File: src/rtl/gcd_datapath.sv
// Subtractive GCD datapath with IDLE/BUSY/DONE sequencing and result handshake.
// Optional iteration counter on iter_cnt: define GCD_ITER_CNT_EN to enable it.
module gcd_datapath #(
  parameter int WIDTH = 8,
  parameter int CNT_W = 8
) (
  input  logic             clk,
  input  logic             rst,
  input  logic [WIDTH-1:0] a_in,
  input  logic [WIDTH-1:0] b_in,
  input  logic             in_valid,
  output logic             in_ready,
  input  logic             x_sel,
  input  logic             y_sel,
  input  logic             x_en,
  input  logic             y_en,
  input  logic             out_en,
  output logic             x_lt_y,
  output logic             x_gt_y,
  output logic             x_eq_y,
  output logic [WIDTH-1:0] gcd_out,
  output logic             out_valid,
  input  logic             out_ready,
  output logic [CNT_W-1:0] iter_cnt
);

  // state | meaning
  // IDLE  | waiting for operands under a load command
  // BUSY  | subtracting, one controller-commanded step per cycle
  // DONE  | gcd_out holds an undelivered result
  typedef enum logic [1:0] {IDLE, BUSY, DONE} state_t;

  state_t           state;
  logic [WIDTH-1:0] x;
  logic [WIDTH-1:0] y;
  logic             load_cmd;
  logic             capture;
  logic             zero_op;
  logic             busy;
  logic             x_sub;
  logic             y_sub;
  logic             finish;

  assign load_cmd = x_en & y_en & ~x_sel & ~y_sel;
  assign in_ready = (state == IDLE) & load_cmd;
  assign capture  = in_valid & in_ready;
  assign zero_op  = (a_in == '0) | (b_in == '0);
  assign busy     = (state == BUSY);

  assign x_lt_y = busy & (x < y);
  assign x_gt_y = busy & (x > y);
  assign x_eq_y = busy & (x == y);

  // A subtraction only applies when it cannot underflow.
  assign x_sub  = busy & x_sel & x_en & (x > y);
  assign y_sub  = busy & y_sel & y_en & (y > x);
  assign finish = busy & out_en & (x == y);

  always_ff @(posedge clk) begin
    if (!rst) begin
      state     <= IDLE;
      x         <= '0;
      y         <= '0;
      gcd_out   <= '0;
      out_valid <= 1'b0;
    end else begin
      case (state)
        IDLE: begin
          if (capture) begin
            x <= a_in;
            y <= b_in;
            if (zero_op) begin
              gcd_out   <= a_in | b_in;
              out_valid <= 1'b1;
              state     <= DONE;
            end else begin
              state <= BUSY;
            end
          end
        end
        BUSY: begin
          if (x_sub) x <= x - y;
          if (y_sub) y <= y - x;
          if (finish) begin
            gcd_out   <= x;
            out_valid <= 1'b1;
            state     <= DONE;
          end
        end
        DONE: begin
          if (out_valid && out_ready) begin
            out_valid <= 1'b0;
            state     <= IDLE;
          end
        end
        default: state <= IDLE;
      endcase
    end
  end

`ifdef GCD_ITER_CNT_EN
  logic [CNT_W-1:0] cnt_q;

  // Saturating count of applied subtractions, cleared on each new capture.
  always_ff @(posedge clk) begin
    if (!rst) begin
      cnt_q <= '0;
    end else if (capture) begin
      cnt_q <= '0;
    end else if ((x_sub || y_sub) && (cnt_q != '1)) begin
      cnt_q <= cnt_q + {{(CNT_W-1){1'b0}}, 1'b1};
    end
  end

  assign iter_cnt = cnt_q;
`else
  assign iter_cnt = '0;
`endif

endmodule

File: config.mk
export PLATFORM = sky130hd
export DESIGN_NAME = gcd_datapath
export DESIGN_NICKNAME = d
export VERILOG_FILES = /design/src/rtl/gcd_datapath.sv
export SDC_FILE = /design/constraint.sdc
export NUM_CORES = 1
export LEC_CHECK = 0
export ABC_AREA = 0
export CORE_MARGIN = 2
export CORE_UTILIZATION = 52
export CTS_CLUSTER_SIZE = 30
export DETAILED_ROUTE_END_ITERATION = 8
export HOLD_SLACK_MARGIN = 0.08
export PLACE_DENSITY = 0.8
export SYNTH_ARGS = -nofsm -noshare
export SYNTH_HDL_FRONTEND = slang
export SYNTH_SLANG_ARGS = --single-unit
File: constraint.sdc
create_clock -name clk -period 2.4 [get_ports clk]
set_input_delay 0.6 -clock clk [delete_from_list [all_inputs] [get_ports clk]]
set_output_delay 0.6 -clock clk [all_outputs]
set_load 0.03 [all_outputs]
* Word level (Yosys, flattened, before mapping)
Index checks and enable logic that the tools add are counted.
** Storage, ports and cells
- Register bits :: 27
- Input port bits :: 25
- Output and inout bits :: 21
- Word-level logic and storage cells :: 70
** Cells by class
- $add $sub $neg :: 2
- Magnitude comparators :: 3
- Equality and inequality tests :: 9
- Muxes and demuxes :: 20
- Bitwise logic cells :: 20
- Reduce and logical (&&, ||, !) cells :: 11
** Operator list (number)
- two-way mux 8 bit :: 7
- one-hot mux 8 bit (2 select lines) :: 3
- bitwise AND 1 bit :: 16
- greater-than comparator 8 bit :: 2
- logical NOT 8 bit :: 2
- subtractor 8 bit :: 2
- AND reduction 3 bit :: 3
- == test 8 bit :: 1
- < comparator 8 bit :: 1
- two-way mux 2 bit :: 4
- OR 8 bit :: 1
- inequality test 2 x 1 -> 1 bit, second input constant :: 3
- inequality test 2 bit, second input constant :: 3
- one-hot mux 2 bit (3 select lines) :: 1
- AND reduction 5 bit :: 1
- two-way mux 1 bit :: 4
- AND reduction 4 bit :: 1
- one-hot mux 1 bit (3 select lines) :: 1
- nonzero test 3 bit :: 1
- == test 2 x 1 -> 1 bit, second input constant :: 1
- == test 2 bit, second input constant :: 1
- logical NOT 2 bit :: 1
- NOT 1 bit :: 2
- nonzero test 2 bit :: 1
- other kinds (2) :: 2

* Depth between registers and ports, before layout
Gate-level depths: netlist (run 1).
- Depth after elaboration :: 7
- Mapped depth :: 10
- Depth with buffers taken out :: 9

* Least setup slack after synthesis (run 1)
No wires, ideal clock.
- Path type :: register to output
- Start :: reg x[0]
- End :: out x_gt_y
- Data arrival time :: 2.181 ns
- Required time :: 1.800 ns
- Setup slack :: -0.381 ns
- Cell stages (with the launch flop) :: 8
- Buffers on the path :: 0
- Cells stage by stage :: dfxtp_1 -> inv_1 -> ha_1 -> fa_1 -> nand2b_1 -> a21oi_1 -> a21oi_1 -> nor3_1
** On the way
- Word-level cells in the longest chain between the ends :: 2
** Ends and longest elaborated chain
- from (decl) :: line 34 : logic [WIDTH-1:0] x;
- from (signal assigned) :: line 70 : x <= a_in;
- from (signal assigned) :: line 82 : if (x_sub) x <= x - y;
- greater-than comparator 8 bit :: line 51 : assign x_gt_y = busy & (x > y);
- bitwise AND 1 bit :: line 51
- to (decl) :: line 19 : output logic x_gt_y,
No other way between the ends.

* Final worst setup path (run 1)
Ends and elaborated chain as after synthesis.

==> impl_metrics.csv, run 1 <==
group,metric,value,unit
finish,nFillCells,271,
route,vias,2466,
finish,n_antenna_cell,0,
synth,async_flop_share,0,%
worst_setup_path,cp-start-kind,"flip-flop",
cts,h-tree-depth,1,
grt,grt_overflow,0,
synth,synth.avg_cell_area,8.53,um^2
cts,holdBufCountCts,0,
route,wl_per_cell,17.7,um
timing,min_period,2680,ps
cts,clockBufferDepth,2,
route,wirelength,7380,um
synth,ys_ff_latch,27,
timing,max_freq,372,MHz
grt,grt_pass1_wl,10900,um
worst_setup_path,path_max_fanout,2,
placed_design,dp_cells,403,
route,drt-initial-drc-count,170,
finish,area_delta_synth_final,45.5,%
timing,final.setup_skew,14.5,ps
cts,cts_tree,"yes",
route,routed_via_density,5.93,
route,first_pass_iters,5,
finish,layout_common_cells,"buf_4, clkdlybuf4s50_1, dfxtp_1, nand2_1, inv_1",
pwr,powerDensity,1170,mW/mm^2
grt,grt_pass1_vias,2400,
route,drcViolationCount,0,
job,cap_violations,0,
grt,grt_usage,27.2,%
status,failed_checks,"negative setup slack",
finish,layout_commonest_cell,"buf_4",
worst_setup_path,crit_required,1800,ps
worst_setup_path,cp-end-kind,"output port",
synth,ys.flop_type,"dfxtp_1",
pwr,leakagePower,1.43,nW
timing,maxSlewViolCount,0,
synth,synthDistinctLibCells,53,
finish,regArea,546,um^2
cts,cts.sinks,27,
worst_setup_path,crit_type,"flip-flop to output port",
finish,final_layout_size_suffix_gt1_share,35.7,%
cts,insertion_delay,290,ps
synth,yosysWarnings,0,
min_path,hp-class,"flip-flop to flip-flop",
floorplan,io_pins,46,
finish,multi_input_area,0.00172,mm^2
placed_design,io_buffers,37,
floorplan,dieHeight,70.8,um
floorplan,core_area,0.00432,mm^2
placed_design,dp_hpwl,4940,um
placed_design,gp_congestion,0.925,
timing,finalCritPeriodShare,112,%
cts,numCtsBuffers,3,
placed_design,post-place-ws,-361,ps
pwr,ir_drop,0.749,mV
cts,clk_pin_slew_worst_paths,110,ps
grt,grt_max_degree,27,
route,ant_nets,0,
timing,final.setup.worst_slack,-285,ps
floorplan,fp-row-count,24,
floorplan,die_w,70.8,um
timing,rsz0062_at_grt,"yes",
finish,stdcell_count,416,
status,status,"finished, violations left",
grt,antenna_found_initial,0,
synth,synth-edff-count,0,
finish,final_util,78.0,%
synth,synth_cells,272,
synth,ys_seq_area_share,23.3,%
floorplan,floorplan.initialDensity,53.6,%
timing,setup_viol,3,
worst_setup_path,worstPathArrival,2080,ps
cts,cts_root_buf,"clkbuf_8",
finish,finalNetCount,408,
floorplan,die_area,0.00501,mm^2
synth,synth_area,0.00232,mm^2
timing,hold_viol,0,
## report_power, final
group          total (mW)  internal [mW]  switching (mW)  leakage [nW]
sequential          0.597          0.538          0.0595         0.221
clock               0.289          0.122           0.167        0.0261
combinational        3.05           1.48            1.57          1.18
total                3.94           2.14            1.79          1.43
## flip-flops by register name, summed over array words and instances, names as in the netlist
register	count
gcd_out	8
out_valid	1
state	2
x	8
y	8
## layer usage
metal,vias to the layer above,routed length [um],part of all wire (%),GRT usage [%]
met1,1153,2690,36,31.0
met3,46,612,8.3,4.42
met4,0,349,4.7,10.1
met2,133,3730,50,50.7
li1,1134,-,-,-
met5,-,0,0,0
## Yosys cell counts, types with 9 or more instances
cell type / count / area (um^2)
a21oi_1: 11 / 55.1
buf_4: 12 / 90.1
dfxtp_1: 27 / 541
ha_1: 16 / 200
inv_1: 18 / 67.6
nand2_1: 21 / 78.8
nand2b_1: 15 / 93.8
o211ai_1: 9 / 67.6
o21ai_1: 9 / 45.0
or3_1: 10 / 62.6
## worst max-delay path, cell delays in order, from the launching register on
cell and delay, ps:
dfxtp_2 360, inv_2 50, ha_4 160, fa_2 370
nand2b_4 160, a21oi_4 150, a21oi_2 90, buf_4 150
nor3_4 130, buf_6 160
## path summary, 6_finish.rpt
check / from / end / slack [ps] / cells after the start
max: x[0]$_SDFFE_PN0P_ / x_gt_y / -280 / 9
max reg2reg: x[0]$_SDFFE_PN0P_ / x[0]$_SDFFE_PN0P_ / 10 / 11
min: gcd_out[2]$_SDFFE_PN0P_ / gcd_out[2]$_SDFFE_PN0P_ / 480 / 2
min reg2reg: gcd_out[2]$_SDFFE_PN0P_ / gcd_out[2]$_SDFFE_PN0P_ / 480 / 2
## layout make-up
class | instances | area share, %
clock inverter | 1 | 0.260
timing repair buffer | 106 | 27.5
clock buffer | 3 | 1.22
tap | 52 | 1.93
inverter | 18 | 2.00
multi-input combinational | 209 | 50.9
sequential | 27 | 16.2
## timing repair
action | CTS | global route
buffers inserted | 4 | 5
pin swaps | 6 | 11
resized for setup | 23 | 15
endpoints found under the setup margin | 14 | 18
## stage by stage
step	total power [mW]	TNS [ps]	hold WS (ps)	cell area, um^2
floorplan	2.19	0	462	2360
global placement	2.99	-458	463	3090
detailed placement	3.05	-825	468	3090
CTS	3.65	-544	483	3280
global route	4.18	-1070	506	3370
finish	3.94	-604	481	3370
## kinds of logic after synthesis
group | after synthesis | synth area share, %
compound gates | 85 | 29.8
buf+inv | 43 | 10.4
other cells | 1 | 0.162
xor+xnor | 8 | 3.02
flops | 27 | 23.3
mux | 1 | 0.647
simple gates | 89 | 22.3
fa+ha+maj | 18 | 10.4
Note: power is estimated with default switching activity, not from simulation.
==> run 2: changes to the inputs <==
--- a/config.mk
+++ b/config.mk
@@ -7,11 +7,12 @@
 export LEC_CHECK = 0
 export ABC_AREA = 0
 export CORE_MARGIN = 2
-export CORE_UTILIZATION = 52
+export CORE_UTILIZATION = 55
+export CTS_CLUSTER_DIAMETER = 40
 export CTS_CLUSTER_SIZE = 30
 export DETAILED_ROUTE_END_ITERATION = 8
 export HOLD_SLACK_MARGIN = 0.08
-export PLACE_DENSITY = 0.8
+export PLACE_DENSITY = 0.84
 export SYNTH_ARGS = -nofsm -noshare
 export SYNTH_HDL_FRONTEND = slang
 export SYNTH_SLANG_ARGS = --single-unit
==> constraint.sdc (replaced) <==
create_clock -name clk -period 3.3 [get_ports clk]
set_input_delay 0.825 -clock clk [delete_from_list [all_inputs] [get_ports clk]]
set_output_delay 0.825 -clock clk [all_outputs]
set_load 0.03 [all_outputs]
==> impl_metrics.csv, run 2 (synthesis results as in run 1) <==
group,metric,value,unit
pwr,ir_drop,0.499,mV
cts,clockBufferDepth,2,
cts,cts_tree,"yes",
finish,postLayoutCellArea,0.00271,mm^2
timing,slew_headroom,38.5,%
timing,maxSlewViolCount,0,
cts,h-tree-depth,1,
placed_design,gp_congestion,0.903,
floorplan,core_area,0.00403,mm^2
worst_setup_path,cp-end-kind,"output port",
cts,numCtsBuffers,3,
finish,top_regs,"gcd_out: 8 flops, x: 8 flops, y: 8 flops",
floorplan,die_w,68.9,um
cts,cts.sinks,27,
grt,met2_usage,41.6,%
min_path,whs_endpoint,"gcd_out[1]$_SDFFE_PN0P_",
floorplan,io_pins,46,
cts,insertion_delay,280,ps
timing,final.setup_skew,9.66,ps
route,drt-initial-drc-count,136,
placed_design,io_buffers,37,
worst_setup_path,path_max_fanout,3,
cts,post_cts_buffers,0,
job,cap_violations,0,
placed_design,dp_hpwl,4200,um
worst_setup_path,r2r_end,"x[7]$_SDFFE_PN0P_",
pwr,p_total,2.07,mW
finish,area_delta_synth_final,16.6,%
cts,clk_pin_slew_worst_paths,90,ps
route,first_pass_iters,4,
route,vias,2075,
finish,layout_common_cells,"clkdlybuf4s50_1, dfxtp_1, nand2_1, inv_1",
route,routed_via_density,5.89,
finish,layout_commonest_cell,"clkdlybuf4s50_1",
worst_setup_path,worstPathArrival,2310,ps
grt,busiest_layer,"met2",
grt,grt_pass1_vias,1955,
finish,n_antenna_cell,0,
grt,grt_overflow,0,
route,wl_per_cell,15.8,um
route,drcViolationCount,0,
worst_setup_path,rrSetupSlack,840,ps
floorplan,floorplan.initialDensity,57.6,%
pwr,leakagePower,1.10,nW
worst_setup_path,crit_type,"flip-flop to output port",
timing,setup_viol,0,
floorplan,die_area,0.00475,mm^2
floorplan,dieHeight,68.9,um
timing,hold_viol,0,
worst_setup_path,cp-start-kind,"flip-flop",
min_path,hold_depth,2,
timing,tightestPinTransition,920,ps
timing,finalCritPeriodShare,95.0,%
grt,antenna_found_initial,0,
finish,finalNetCount,346,
cts,holdBufCountCts,0,
worst_setup_path,rr_worst_depth,10,
finish,final_layout_size_suffix_gt1_share,14.9,%
timing,max_freq,319,MHz
grt,grt_pass1_wl,8700,um
grt,grt_max_degree,37,
timing,rsz0062_at_grt,"no",
status,status,"complete, no violations",
worst_setup_path,timing.rr.start,"x[0]$_SDFFE_PN0P_",
grt,grt_usage,24.4,%
min_path,hp-class,"flip-flop to flip-flop",
cts,cts_root_buf,"clkbuf_8",
floorplan,fp-row-count,23,
timing,min_period,3130,ps
placed_design,placed_area,0.00265,mm^2
pwr,powerDensity,763,mW/mm^2
min_path,hp-start,"gcd_out[1]$_SDFFE_PN0P_",
route,wirelength,5540,um
route,ant_nets,0,
timing,setup-tns-final,0,ps
worst_setup_path,crit_required,2470,ps
grt,met1_usage,29.9,%
grt,use_met3,5.36,%
run 2: cell types whose count changed in the layout (fill, tap and decap cells not counted), sizes merged:
cell,previous run,this run
dlygate4sd2,0,1
clkbuf,3,4
inv,19,18
buf,73,9
dlymetal6s2s,0,1
run 2: layer usage:
| layer | vias to the layer above | part of all wire (%) |
|---|---|---|
| li1 | 1011 | - |
| met1 | 975 | 42 |
| met2 | 79 | 49 |
| met3 | 10 | 6.7 |
| met4 | 0 | 2.2 |
| met5 | - | 0 |
run 2: how the worst max path moves through the flow:
stage | startpoint | end | slack (ps) | cells after the start
5_1_grt | x[0]$_SDFFE_PN0P_ | x_lt_y | 20 | 8
4_1_cts | y[6]$_SDFFE_PN0P_ | x_eq_y | 40 | 6
6_report | x[0]$_SDFFE_PN0P_ | x_lt_y | 170 | 8
3_5_place_dp | x[0]$_SDFFE_PN0P_ | x_lt_y | 190 | 8
3_3_place_gp | x[0]$_SDFFE_PN0P_ | x_lt_y | 200 | 8
2_1_floorplan | x[0]$_SDFFE_PN0P_ | x_gt_y | 290 | 7
run 2: repair_timing:
action,CTS,global route
gates cloned,0,0
setup endpoints to repair,1,2
gates resized for setup,1,3
hold endpoints to repair,0,0
run 2: cell type report:
type,count,area (um^2)
clock buffers,4,45.0
fillers,353,1320
inverters,18,67.6
multi-input cells,209,1570
flip-flops and latches,27,541
well taps,50,62.6
repair buffers,44,419
run 2: critical path, cell delays in order (launching register included):
cell	delay (ps)
dfxtp_1	370
inv_1	70
ha_1	210
fa_1	400
nand2b_1	170
a21oi_2	170
a21oi_1	130
and2_1	170
dlygate4sd2_1	350
run 2: stage by stage:
| stage | setup slack, ps | util [%] | cells | hold slack, ps |
|---|---|---|---|---|
| finish | 165 | 67.1 | 352 | 477 |
| global route | 20.9 | 67.1 | 352 | 498 |
| CTS | 37.6 | 66.9 | 352 | 480 |
| detailed placement | 191 | 65.8 | 348 | 464 |
| global placement | 202 | 65.8 | 348 | 463 |
| floorplan | 294 | - | 279 | 462 |
run 2: power breakdown:
group | total [mW] | switching, mW | internal [mW]
clock | 0.191 | 0.104 | 0.0866
sequential | 0.462 | 0.0733 | 0.389
combinational | 1.41 | 0.811 | 0.600
total | 2.07 | 0.989 | 1.08
==> run 3: changes to the inputs <==
--- a/config.mk
+++ b/config.mk
@@ -9,7 +9,6 @@
 export CORE_MARGIN = 2
 export CORE_UTILIZATION = 55
 export CTS_CLUSTER_DIAMETER = 40
-export CTS_CLUSTER_SIZE = 30
 export DETAILED_ROUTE_END_ITERATION = 8
 export HOLD_SLACK_MARGIN = 0.08
 export PLACE_DENSITY = 0.84
==> results of run 3 <==
Same layout as run 2: the final DEF is identical, and so are final timing and power.
